--- src/rtl/frame_bank_scheduler.sv ---
// rtl/frame_bank_scheduler.sv - double-buffered video frame bank fill/swap scheduler
//
// Purpose: requests one frame of CELL_COUNT bits at a time from the data FSM,
// writes them into the bank not being displayed, and swaps banks when the
// display finishes a frame and the other bank holds a complete frame.
//
// Ports:
//   CLK_40               in   system clock
//   reset                in   asynchronous active-high reset
//   data_clk_rising_edge in   one-cycle data-clock sample qualifier
//   video_data_ready     in   data FSM presents a valid bit
//   frame_done           in   one-cycle pulse, display finished the read bank
//   start_req            out  one-cycle pulse, request one frame transfer
//   write_en             out  write strobe for the current bit
//   write_addr           out  cell index within write_bank
//   write_bank           out  bank being filled (always ~read_bank)
//   read_bank            out  bank being displayed
//   frame_valid          out  read_bank holds a complete frame
//   underrun             out  sticky, frame_done with nothing to swap to
//   timeout_err          out  sticky, a fill was aborted by the timeout

module frame_bank_scheduler #(
  parameter int CELL_COUNT = 23,
  parameter int TIMEOUT    = 40000,
  parameter int ADDR_W     = 5
) (
  input  logic              CLK_40,
  input  logic              reset,
  input  logic              data_clk_rising_edge,
  input  logic              video_data_ready,
  input  logic              frame_done,
  output logic              start_req,
  output logic              write_en,
  output logic [ADDR_W-1:0] write_addr,
  output logic              write_bank,
  output logic              read_bank,
  output logic              frame_valid,
  output logic              underrun,
  output logic              timeout_err
);

  localparam int TW = (TIMEOUT > 2) ? $clog2(TIMEOUT) : 1;
  localparam logic [ADDR_W-1:0] LAST_ADDR = ADDR_W'(CELL_COUNT - 1);
  localparam logic [TW-1:0]     TO_LAST   = TW'(TIMEOUT - 1);

  if (CELL_COUNT > (1 << ADDR_W)) begin : g_bad_cfg
    $error("frame_bank_scheduler: CELL_COUNT does not fit in ADDR_W bits");
  end

  typedef enum logic [1:0] {IDLE, REQUEST, FILLING, COMMIT} state_t;

  state_t            r_state;
  logic [1:0]        r_bank_valid;
  logic              r_read_bank;
  logic [ADDR_W-1:0] r_addr;
  logic [TW-1:0]     r_tcount;
  logic              r_start_req;
  logic              r_underrun;
  logic              r_timeout_err;

  logic       w_write_bank;
  logic       w_accept;
  logic       w_swap;
  logic [1:0] w_bank_valid_nxt;

  assign w_write_bank = ~r_read_bank;
  assign w_accept     = (r_state == FILLING) & video_data_ready & data_clk_rising_edge;
  // The bank finishing in COMMIT counts as complete for a coincident frame_done.
  assign w_swap       = frame_done & (r_bank_valid[w_write_bank] | (r_state == COMMIT));

  always_comb begin
    w_bank_valid_nxt = r_bank_valid;
    if (r_state == COMMIT) w_bank_valid_nxt[w_write_bank] = 1'b1;
    // The bank leaving the display becomes writable again.
    if (w_swap)            w_bank_valid_nxt[r_read_bank]  = 1'b0;
  end

  always_ff @(posedge CLK_40 or posedge reset) begin
    if (reset) begin
      r_state       <= IDLE;
      r_bank_valid  <= 2'b00;
      r_read_bank   <= 1'b0;
      r_addr        <= '0;
      r_tcount      <= '0;
      r_start_req   <= 1'b0;
      r_underrun    <= 1'b0;
      r_timeout_err <= 1'b0;
    end else begin
      r_bank_valid <= w_bank_valid_nxt;
      if (w_swap) begin
        r_read_bank <= ~r_read_bank;
      end else if (frame_done) begin
        r_underrun  <= 1'b1;
      end

      r_start_req <= 1'b0;
      case (r_state)
        IDLE: begin
          if (!r_bank_valid[w_write_bank]) begin
            r_state     <= REQUEST;
            r_start_req <= 1'b1;
          end
        end
        REQUEST: begin
          r_addr   <= '0;
          r_tcount <= '0;
          r_state  <= FILLING;
        end
        FILLING: begin
          if (w_accept) begin
            r_tcount <= '0;
            if (r_addr == LAST_ADDR) r_state <= COMMIT;
            else                     r_addr  <= r_addr + 1'b1;
          end else if (r_tcount == TO_LAST) begin
            // Abort the partial frame; IDLE re-requests the same bank.
            r_timeout_err <= 1'b1;
            r_addr        <= '0;
            r_state       <= IDLE;
          end else begin
            r_tcount <= r_tcount + 1'b1;
          end
        end
        COMMIT: begin
          r_state <= IDLE;
        end
        default: r_state <= IDLE;
      endcase
    end
  end

  assign start_req   = r_start_req;
  assign write_en    = w_accept;
  assign write_addr  = r_addr;
  assign write_bank  = w_write_bank;
  assign read_bank   = r_read_bank;
  assign frame_valid = r_bank_valid[r_read_bank];
  assign underrun    = r_underrun;
  assign timeout_err = r_timeout_err;

endmodule

--- config.mk ---
export PLATFORM = sky130hd
export DESIGN_NAME = frame_bank_scheduler
export DESIGN_NICKNAME = d
export VERILOG_FILES = /design/src/rtl/frame_bank_scheduler.sv
export SDC_FILE = /design/constraint.sdc
export NUM_CORES = 1
export LEC_CHECK = 0
export ABC_AREA = 1
export ABC_CLOCK_PERIOD_IN_PS = 1750
export CORE_MARGIN = 5
export CORE_UTILIZATION = 59
export CTS_BUF_LIST = sky130_fd_sc_hd__clkbuf_2 sky130_fd_sc_hd__clkbuf_4 sky130_fd_sc_hd__clkbuf_8
export DETAILED_ROUTE_END_ITERATION = 6
export GPL_ROUTABILITY_DRIVEN = 0
export GPL_TIMING_DRIVEN = 1
export PLACE_DENSITY_LB_ADDON = 0.3
export REMOVE_ABC_BUFFERS = 1
export SLEW_MARGIN = 10
export SYNTH_ARGS = -nofsm -noshare
export SYNTH_HDL_FRONTEND = slang
export SYNTH_SLANG_ARGS = --single-unit
--- constraint.sdc ---
create_clock -name CLK_40 -period 1.75 [get_ports CLK_40]
set_input_delay 0.2625 -clock CLK_40 [delete_from_list [all_inputs] [get_ports CLK_40]]
set_output_delay 0.2625 -clock CLK_40 [all_outputs]
set_load 0.005 [all_outputs]
==> results of run 1 <==
state kept, by name (all words and copies together), names as in the netlist:
signal / flops
r_tcount: 16
read_bank: 1
r_bank_valid: 2
r_state: 2
timeout_err: 1
underrun: 1
write_addr: 5
start_req: 1
critical path: cells and delay by family (launching register included):
kind | cells | cell delay (ns)
adder cells (fa/ha/maj) | 1 | 0.17
flip-flops | 1 | 0.40
buffers and inverters | 3 | 0.40
AND/OR/NAND/NOR | 1 | 0.08
metal layers:
metal | routed length [microns] | vias up
li1 | - | 888
met1 | 1780 | 778
met2 | 1840 | 36
met3 | 170 | 7
met4 | 61 | 0
met5 | 0 | -
final timing paths:
check | from | endpoint | slack, ns | cells after the start
max | r_state[0]$_DFFE_PP0P_ | write_en | 0.1 | 5
min | reset | start_req$_DFF_PP0_ | 0.29 | 3
max reg2reg | r_tcount[1]$_DFFE_PP0P_ | r_tcount[8]$_DFFE_PP0P_ | 0.13 | 8
min reg2reg | underrun$_DFFE_PP0P_ | underrun$_DFFE_PP0P_ | 0.48 | 1
max in group asynchronous | reset | r_tcount[9]$_DFFE_PP0P_ | 1.17 | 3
min in group CLK_40 | underrun$_DFFE_PP0P_ | underrun$_DFFE_PP0P_ | 0.48 | 1
layout by cell type, fill, tap and decap left out, types with 6 or more instances in the layout:
master,instances
o21ai_1,11
o21ai_0,11
dfrtp_1,29
nand4_1,8
nor2_1,24
nand3_1,23
clkdlybuf4s50_1,14
nand2_1,84
inv_1,36
clkbuf_4,6
buf_4,11
area by class of cell:
type,count,area share
Clock buffer,6,0.0204
Clock inverter,2,0.00453
Inverter,40,0.0691
Multi-Input combinational cell,190,0.433
Sequential cell,29,0.328
Tap cell,44,0.0249
Timing Repair Buffer,28,0.120
per-stage QoR:
step	cell area, sq um	utilization
after floorplan	1800	-
after global placement	2110	0.698
after detailed placement	2110	0.698
after CTS	2190	0.723
after global routing	2210	0.730
final	2210	0.730
what timing repair did:
item / 4_1_cts / 5_1_grt
setup endpoints to repair: 2 / 4
hold buffers: 0 / 0
pin swaps: 0 / 0
resized for setup: 6 / 5
buffers inserted: 1 / 0
power by group:
part           internal (mW)  leakage [nW]  switching [mW]
Clock                  0.168        0.0354           0.245
Sequential             0.761         0.383          0.0691
Combinational          0.572         0.678           0.749
Total                   1.50          1.10            1.06
kinds of logic (layout without fill, tap and decap cells):
| logic type | count (synthesis) | after routing | synth area share |
|---|---|---|---|
| AO/OA/AOI/OAI | 28 | 28 | 0.0792 |
| adder cells (fa/ha/maj) | 6 | 6 | 0.0410 |
| AND/OR/NAND/NOR | 155 | 155 | 0.380 |
| flip-flops | 29 | 29 | 0.396 |
| buffers and inverters | 44 | 76 | 0.0984 |
| XOR/XNOR | 1 | 1 | 0.00478 |
==> summary.md, run 1 <==
| Metric | Value |
|---|---|
| DR vias | 1709 |
| Worst setup SP type | register |
| Clock Latency Late Sink | 0.34 ns |
| Relative slew slack | 0.724 |
| Post-route setup slack | 0.0975 ns |
| CP cell instances | inv_2, ha_4, nand3_4, inv_4, clkdlybuf4s15_1 |
| Port Buffers | 16 |
| Status | completed |
| FF+latch area | approximately 730 sq um |
| Count leader, synth | nand2_1 |
| Grt met2 use | 0.360 |
| Final Net Count | a little over 300 |
| Maximum number of pins on one net before global-route repair | 30 |
| DR vias/cell | 5.04 |
| DP Worst Slack | -0.00180 ns |
| DIE AREA | roughly 4300 sq um |
| Initial antenna violation count | 0 |
| Clock Skew | 0.0142 ns |
| Share of the synthesized area in the top cell type | 0.396 |
| Synth warn | 0 |
| First-pass GRT wire length | 6800 microns |
| Met3 usage | 0.0530 |
| M1 GR Usage | 0.239 |
| Max-slew violation count | 0 |
| Clock sink count | 29 |
| Fmax | 605 MHz |
| Pwr Density | 1160 nW/um^2 |
| Vias in the first global route | 1586 |
| DR pass1 iterations | 4 |
| Number of synthesized flops with an enable pin | 0 |
| DRC | 0 |
| Clk root buf | clkbuf_4 |
| DRT iter0 DRCs | 133 |
| Synth area leader | dfrtp_1 |
| Multi-input logic area | 956 sq um |
| Seq/Total Area, Yosys | 0.396 |
| Critical path class | reg2out |
| Maximum vdd drop | around 0.00051 V |
| Slew @ Worst Pin | 0.409 ns |
| Ys flop type | dfrtp_1 |
| Final hold vios | 0 |
| All-Layer GR Usage | 0.205 |
| CTS buffer count | 5 |
| Largest cells by area after synthesis | dfrtp_1 40%, nand2_1 17%, inv_1 7.8%, nand3_1 6.3%, nor2_1 5.3% |
| Post-route minimum period | about 1.7 ns |
| CP Capture Type | primary output |
| Placed insts | 330 |
| Worst Path Arrival | roughly 1.4 ns |
| Wirelength, routed | 3850 microns |
| Starting density of the core | 0.605 |
| Worst path max stage delay | roughly 0.4 ns |
| Number of distinct library cells after synthesis | 23 |
| CP max stage cell | dfrtp_1 |
| I/O Pins | 17 |
| Post-synth ARST share | 1.00 |
| ANT nets after route | 0 |
| Max-Cap Viols | 0 |
| Post-DP HPWL | ~2700 microns |
| Most Used Layer, Global Route | met2 |
| Layout Cells excl Fill | approximately 340 |
| Core Rows | 20 |
| Finish-stage setup viols | 0 |
| Synthesis-to-layout area growth | 20.6% |
| Layout cell share with drive strength beyond 1 | 0.139 |
| Clock tree buffer depth | 2 |
| Die height | 65.7 microns |
| Leakage power | 1.10 nW |
| Post-synthesis register bit count | 29 |
| Die Span X | 65.7 microns |
| Worst hold path class | in2async |
| Mapped Area | 1830 sq um |
| Commonest cells in the netlist | 84 x nand2_1, 38 x inv_1, 29 x dfrtp_1, 26 x nor2_1, 23 x nand3_1 |
| RSZ-0062 raised after global routing | no |
| Syn Area/Cell | 6.96 sq um |
| Routed len/inst | 11.4 microns |
| Fill count | 253 |
| Worst-path clk slew | 0.10 ns |
| Setup TNS Final | 0 ns |
| ANT cells | 0 |
| H-tree depth | 2 |
| CP required | around 1.5 ns |
| Cells after synthesis | around 260 |
| CTS tree | yes |
| Tot Pwr | 2.56 mW |
| Core ar. | 3030 sq um |
| Final Cycle Share | 0.944 |
| Hold_ws | 0.288 ns |
| Worst Path Max Fanout | 4 |
| Grt ovf | 0 |
(Power assumes the default switching activity.)
==> run 2, diff against run 1 <==
CELL_PAD_IN_SITES_DETAIL_PLACEMENT = 1   (was default)
CELL_PAD_IN_SITES_GLOBAL_PLACEMENT = 2   (was default)
CORE_UTILIZATION = 33   (was 59)
==> summary.md, run 2 (synthesized netlist as in run 1, its figures left out) <==
| Metric | Value |
|---|---|
| Pwr Density | roughly 1200 nW/um^2 |
| DIE AREA | 7140 sq um |
| H-tree depth | 2 |
| Worst Path Arrival | 1.34 ns |
| Clock Latency Late Sink | roughly 0.28 ns |
| CP Capture Type | primary output |
| Maximum number of pins on one net before global-route repair | 30 |
| Final Cycle Share | 0.917 |
| DR vias/cell | roughly 4.7 |
| Setup TNS Final | 0 ns |
| Starting density of the core | 0.337 |
| DP Worst Slack | -0.0424 ns |
| CP cell instances | inv_2, ha_4, nand3_4, inv_2, dlygate4sd2_1 |
| Worst R2R Start | r_tcount[1]$_DFFE_PP0P_ |
| Clock Skew | roughly 0.0033 ns |
| CTS tree | yes |
| Clk root buf | clkbuf_8 |
| Reg2reg setup slack | 0.21 ns |
| CTS buffer count | 5 |
| Initial antenna violation count | 0 |
| Largest register by flop count | r_tcount |
| Die height | approximately 85 microns |
| Largest register FFs | 16 |
| Slew @ Worst Pin | roughly 0.47 ns |
| Top cell by count, worst path | inv_2 |
| DRT iter0 DRCs | 46 |
| CP max stage cell | dfrtp_1 |
| Finish-stage setup viols | 0 |
| Max-slew violation count | 0 |
| Worst setup SP type | register |
| DR pass1 iterations | 4 |
| ANT cells | 0 |
| Post-route setup slack | 0.145 ns |
| Final Net Count | 307 |
| Most frequent cells in the layout | 84 x nand2_1, 36 x inv_1, 29 x dfrtp_1 |
| Reg2Reg Depth | 9 |
| Clock tree buffer depth | 2 |
| Core ar. | 5440 sq um |
| Critical path class | reg2out |
| Relative slew slack | 0.680 |
| R2r endpoint | r_tcount[9]$_DFFE_PP0P_ |
| I/O Pins | 17 |
| Die Span X | approximately 85 microns |
| Wirelength, routed | 4860 microns |
| All-Layer GR Usage | 0.148 |
| Post-route minimum period | roughly 1.6 ns |
| Port Buffers | 16 |
| Vias in the first global route | 1826 |
| Worst path max stage delay | roughly 0.39 ns |
| Post-DP HPWL | about 3500 microns |
| Final hold vios | 0 |
| Synthesis-to-layout area growth | 25.3% |
| Clock sink count | 29 |
| RSZ-0062 raised after global routing | no |
| Status | completed |
| Fmax | 623 MHz |
| Routed len/inst | 13.2 microns |
| Grt ovf | 0 |
| Core Rows | 27 |
| ANT nets after route | 0 |
| Leakage power | 1.13 nW |
| DRC | 0 |
| Commonest non-fill, non-tap cell in the layout | nand2_1 |
| First-pass GRT wire length | 8560 microns |
| Utilization after layout | 0.422 |
| Max-Cap Viols | 0 |
| Worst-path clk slew | 0.06 ns |
| Worst Path Max Fanout | 4 |
| CP required | between 1 and 1.5 ns |
| DR vias | 1734 |
| Tot Pwr | roughly 2.7 mW |
| Layout cell share with drive strength beyond 1 | 0.142 |
| Worst hold path class | in2async |
| Maximum vdd drop | 0.000463 V |
-- run 2: worst max-delay path, delay by kind of cell, from the launching register on --
family                   cells  cell delay (ns)
AND/OR/NAND/NOR              1             0.07
adder cells (fa/ha/maj)      1             0.16
flip-flops                   1             0.39
buffers and inverters        3             0.44
-- run 2: worst max-delay path by stage --
stage                     slack [ns]               startpoint  depth (start not counted)                        to
after floorplan                -0.03   r_state[0]$_DFFE_PP0P_                         11  r_tcount[11]$_DFFE_PP0P_
after global placement         -0.03         video_data_ready                          4                  write_en
after detailed placement       -0.04         video_data_ready                          4                  write_en
after CTS                       0.05    read_bank$_DFFE_PP0P_                          4               frame_valid
after global routing            0.02  r_tcount[7]$_DFFE_PP0P_                          7  r_tcount[12]$_DFFE_PP0P_
final                           0.15   r_state[0]$_DFFE_PP0P_                          5                  write_en
-- run 2: layout make-up --
cell class	count	area, sq um
well taps	72	90.1
inverters	40	150
multi-input cells	190	948
clock buffers	7	90.1
fillers	709	3140
repair buffers	30	292
flip-flops and latches	29	726
-- run 2: where the power goes --
| group | internal, mW | switching [mW] | leakage, nW |
|---|---|---|---|
| registers | 0.762 | 0.0726 | 0.383 |
| logic | 0.523 | 0.774 | 0.696 |
| clock network | 0.327 | 0.258 | 0.0477 |
| total | 1.61 | 1.10 | 1.13 |
-- run 2: timing repair --
action / in CTS / in global routing
hold buffers: 0 / 0
gates resized for setup: 5 / 4
setup buffers: 1 / 0
endpoints found under the setup margin: 2 / 3
-- run 2: stage by stage --
step	hold slack [ns]	area, sq um	cells
after floorplan	0.341	1800	259
after global placement	0.445	2170	360
after detailed placement	0.452	2170	360
after CTS	0.412	2280	368
after global routing	0.430	2300	368
final	0.389	2300	368
-- run 2: metal layers --
layer / part of all wire / GRT usage
met1: 0.48 / 0.183
met5: 0 / 0
met4: 0.015 / 0.0475
met3: 0.030 / 0.0363
met2: 0.48 / 0.253
==> run 3, diff against run 2 <==
ABC_CLOCK_PERIOD_IN_PS = 1600   (was 1750)
clock period = 1.6 ns   (was 1.75 ns; I/O delays follow)
==> summary.md, run 3 (synthesized netlist as in run 1, its figures left out) <==
| Metric | Value |
|---|---|
| Clock Latency Late Sink | 0.29 ns |
| Pwr Density | 1360 nW/um^2 |
| R2r endpoint | write_addr[1]$_DFFE_PP0P_ |
| Worst R2R Start | r_state[0]$_DFFE_PP0P_ |
| DR pass1 iterations | 4 |
| Core Rows | 27 |
| Max-Cap Viols | 0 |
| Grt ovf | 0 |
| CP delay by family, top | buffers and inverters |
| Commonest non-fill, non-tap cell in the layout | nand2_1 |
| Setup TNS Final | 0 ns |
| Layout cell share with drive strength beyond 1 | 0.207 |
| Worst-path clk slew | about 0.080 ns |
| Port Buffers | 16 |
| CP required | between 1.5 and 2 ns |
| Die Span X | 84.5 microns |
| Final hold vios | 0 |
| DR vias | about 1800 |
| Worst setup SP type | register |
| CP Capture Type | register |
| First-pass GRT wire length | 8970 microns |
| CP max stage cell | dfrtp_1 |
| Reg2reg setup slack | 0.06 ns |
| Wirelength, routed | 5210 microns |
| Worst Path Max Fanout | 5 |
| Finish-stage setup viols | 0 |
| Clock tree buffer depth | 2 |
| Clock sink count | 29 |
| DRC | 0 |
| All-Layer GR Usage | 0.155 |
| CTS buffer count | 5 |
| Reg2Reg Depth | 9 |
| Max-slew violation count | 0 |
| Critical path class | reg2reg |
| DR vias/cell | 4.72 |
| Worst path max stage delay | 0.37 ns |
| Die height | between 80 and 90 microns |
| I/O Pins | 17 |
| Worst hold path class | in2async |
| Worst Path Arrival | 1.72 ns |
| Core ar. | 5440 sq um |
| CP cell instances | inv_2, buf_4, buf_4, ha_4, inv_2, a21oi_4, nand2_2, nand2_1, o21ai_1 |
| Starting density of the core | 0.337 |
| CTS tree | yes |
| Largest register by flop count | r_tcount |
| Final Cycle Share | 0.964 |
| Relative slew slack | 0.725 |
| Maximum vdd drop | 0.000601 V |
| Leakage power | about 1.2 nW |
| Maximum number of pins on one net before global-route repair | 30 |
| Clock Skew | around 0.011 ns |
| Post-DP HPWL | 3800 microns |
| Final Net Count | around 320 |
| Largest register FFs | 16 |
| Clk root buf | clkbuf_8 |
| Vias in the first global route | between 1500 and 2000 |
| Routed len/inst | 13.7 microns |
| Most frequent cells in the layout | 84 x nand2_1, 34 x inv_1, 29 x dfrtp_1 |
| DRT iter0 DRCs | 27 |
| Post-CTS Hold Fix Bufs | 0 |
| DIE AREA | 7140 sq um |
| Hold_ws | roughly 0.35 ns |
| Slew @ Worst Pin | 0.413 ns |
| ANT cells | 0 |
| RSZ-0062 raised after global routing | yes |
| Post-route minimum period | 1.54 ns |
| Synthesis-to-layout area growth | 32.0% |
| Initial antenna violation count | 0 |
| ANT nets after route | 0 |
| Fmax | 648 MHz |
| Status | completed |
| H-tree depth | 2 |
| Critical Path Start | r_state[0]$_DFFE_PP0P_ |
| CP bufs+invs | 4 |
[run 3: how the worst max path moves through the flow]
stage	end	slack (ns)	cells after the start
6_report	write_addr[1]$_DFFE_PP0P_	0.06	9
5_1_grt	r_tcount[14]$_DFFE_PP0P_	-0.02	11
3_5_place_dp	write_en	-0.12	4
3_3_place_gp	write_en	-0.12	4
4_1_cts	write_addr[0]$_DFFE_PP0P_	-0.0006	9
2_1_floorplan	r_tcount[11]$_DFFE_PP0P_	-0.18	11
[run 3: repair_timing]
| item | in CTS | in global routing |
|---|---|---|
| gates cloned | 1 | 0 |
| buffers inserted | 4 | 3 |
| pin swaps | 2 | 2 |
| setup endpoints to repair | 26 | 27 |
| resized for setup | 12 | 18 |
[run 3: final cells by class]
cell class,instances,area [sq um]
Fill cell,680,3020
Multi-Input combinational cell,191,1000
Sequential cell,29,726
Timing Repair Buffer,41,358
Inverter,40,153
Tap cell,72,90.1
Clock buffer,6,76.3
Clock inverter,2,10.0
[run 3: layer usage]
metal  global-route usage  up-vias  wire length, microns
met5                    0        -                     0
met4               0.0388        0                    61
met3               0.0324        7                   136
met2                0.269       18                  2560
met1                0.196      851                  2460
li1                     -      922                     -
[run 3: tightest hold or removal path: stages]
cell	delay [ns]
clkdlybuf4s50_1	0.39
inv_1	0.06
buf_4	0.37
[run 3: report_power, final]
part           internal (mW)  total, mW  switching [mW]
combinational          0.744       1.74           0.998
sequential             0.833      0.903          0.0695
clock                  0.318      0.632           0.314
total                   1.90       3.28            1.38
[run 3: per-stage QoR]
stage	util	std cells	power, mW	cell area (sq um)	setup WS, ns
after floorplan	-	259	1.70	1800	-0.176
after global placement	0.402	365	2.32	2190	-0.119
after detailed placement	0.402	365	2.37	2190	-0.118
after CTS	0.431	378	3.19	2340	-0.000609
after global routing	0.444	381	3.53	2420	-0.0227
final	0.444	381	3.28	2420	0.0578
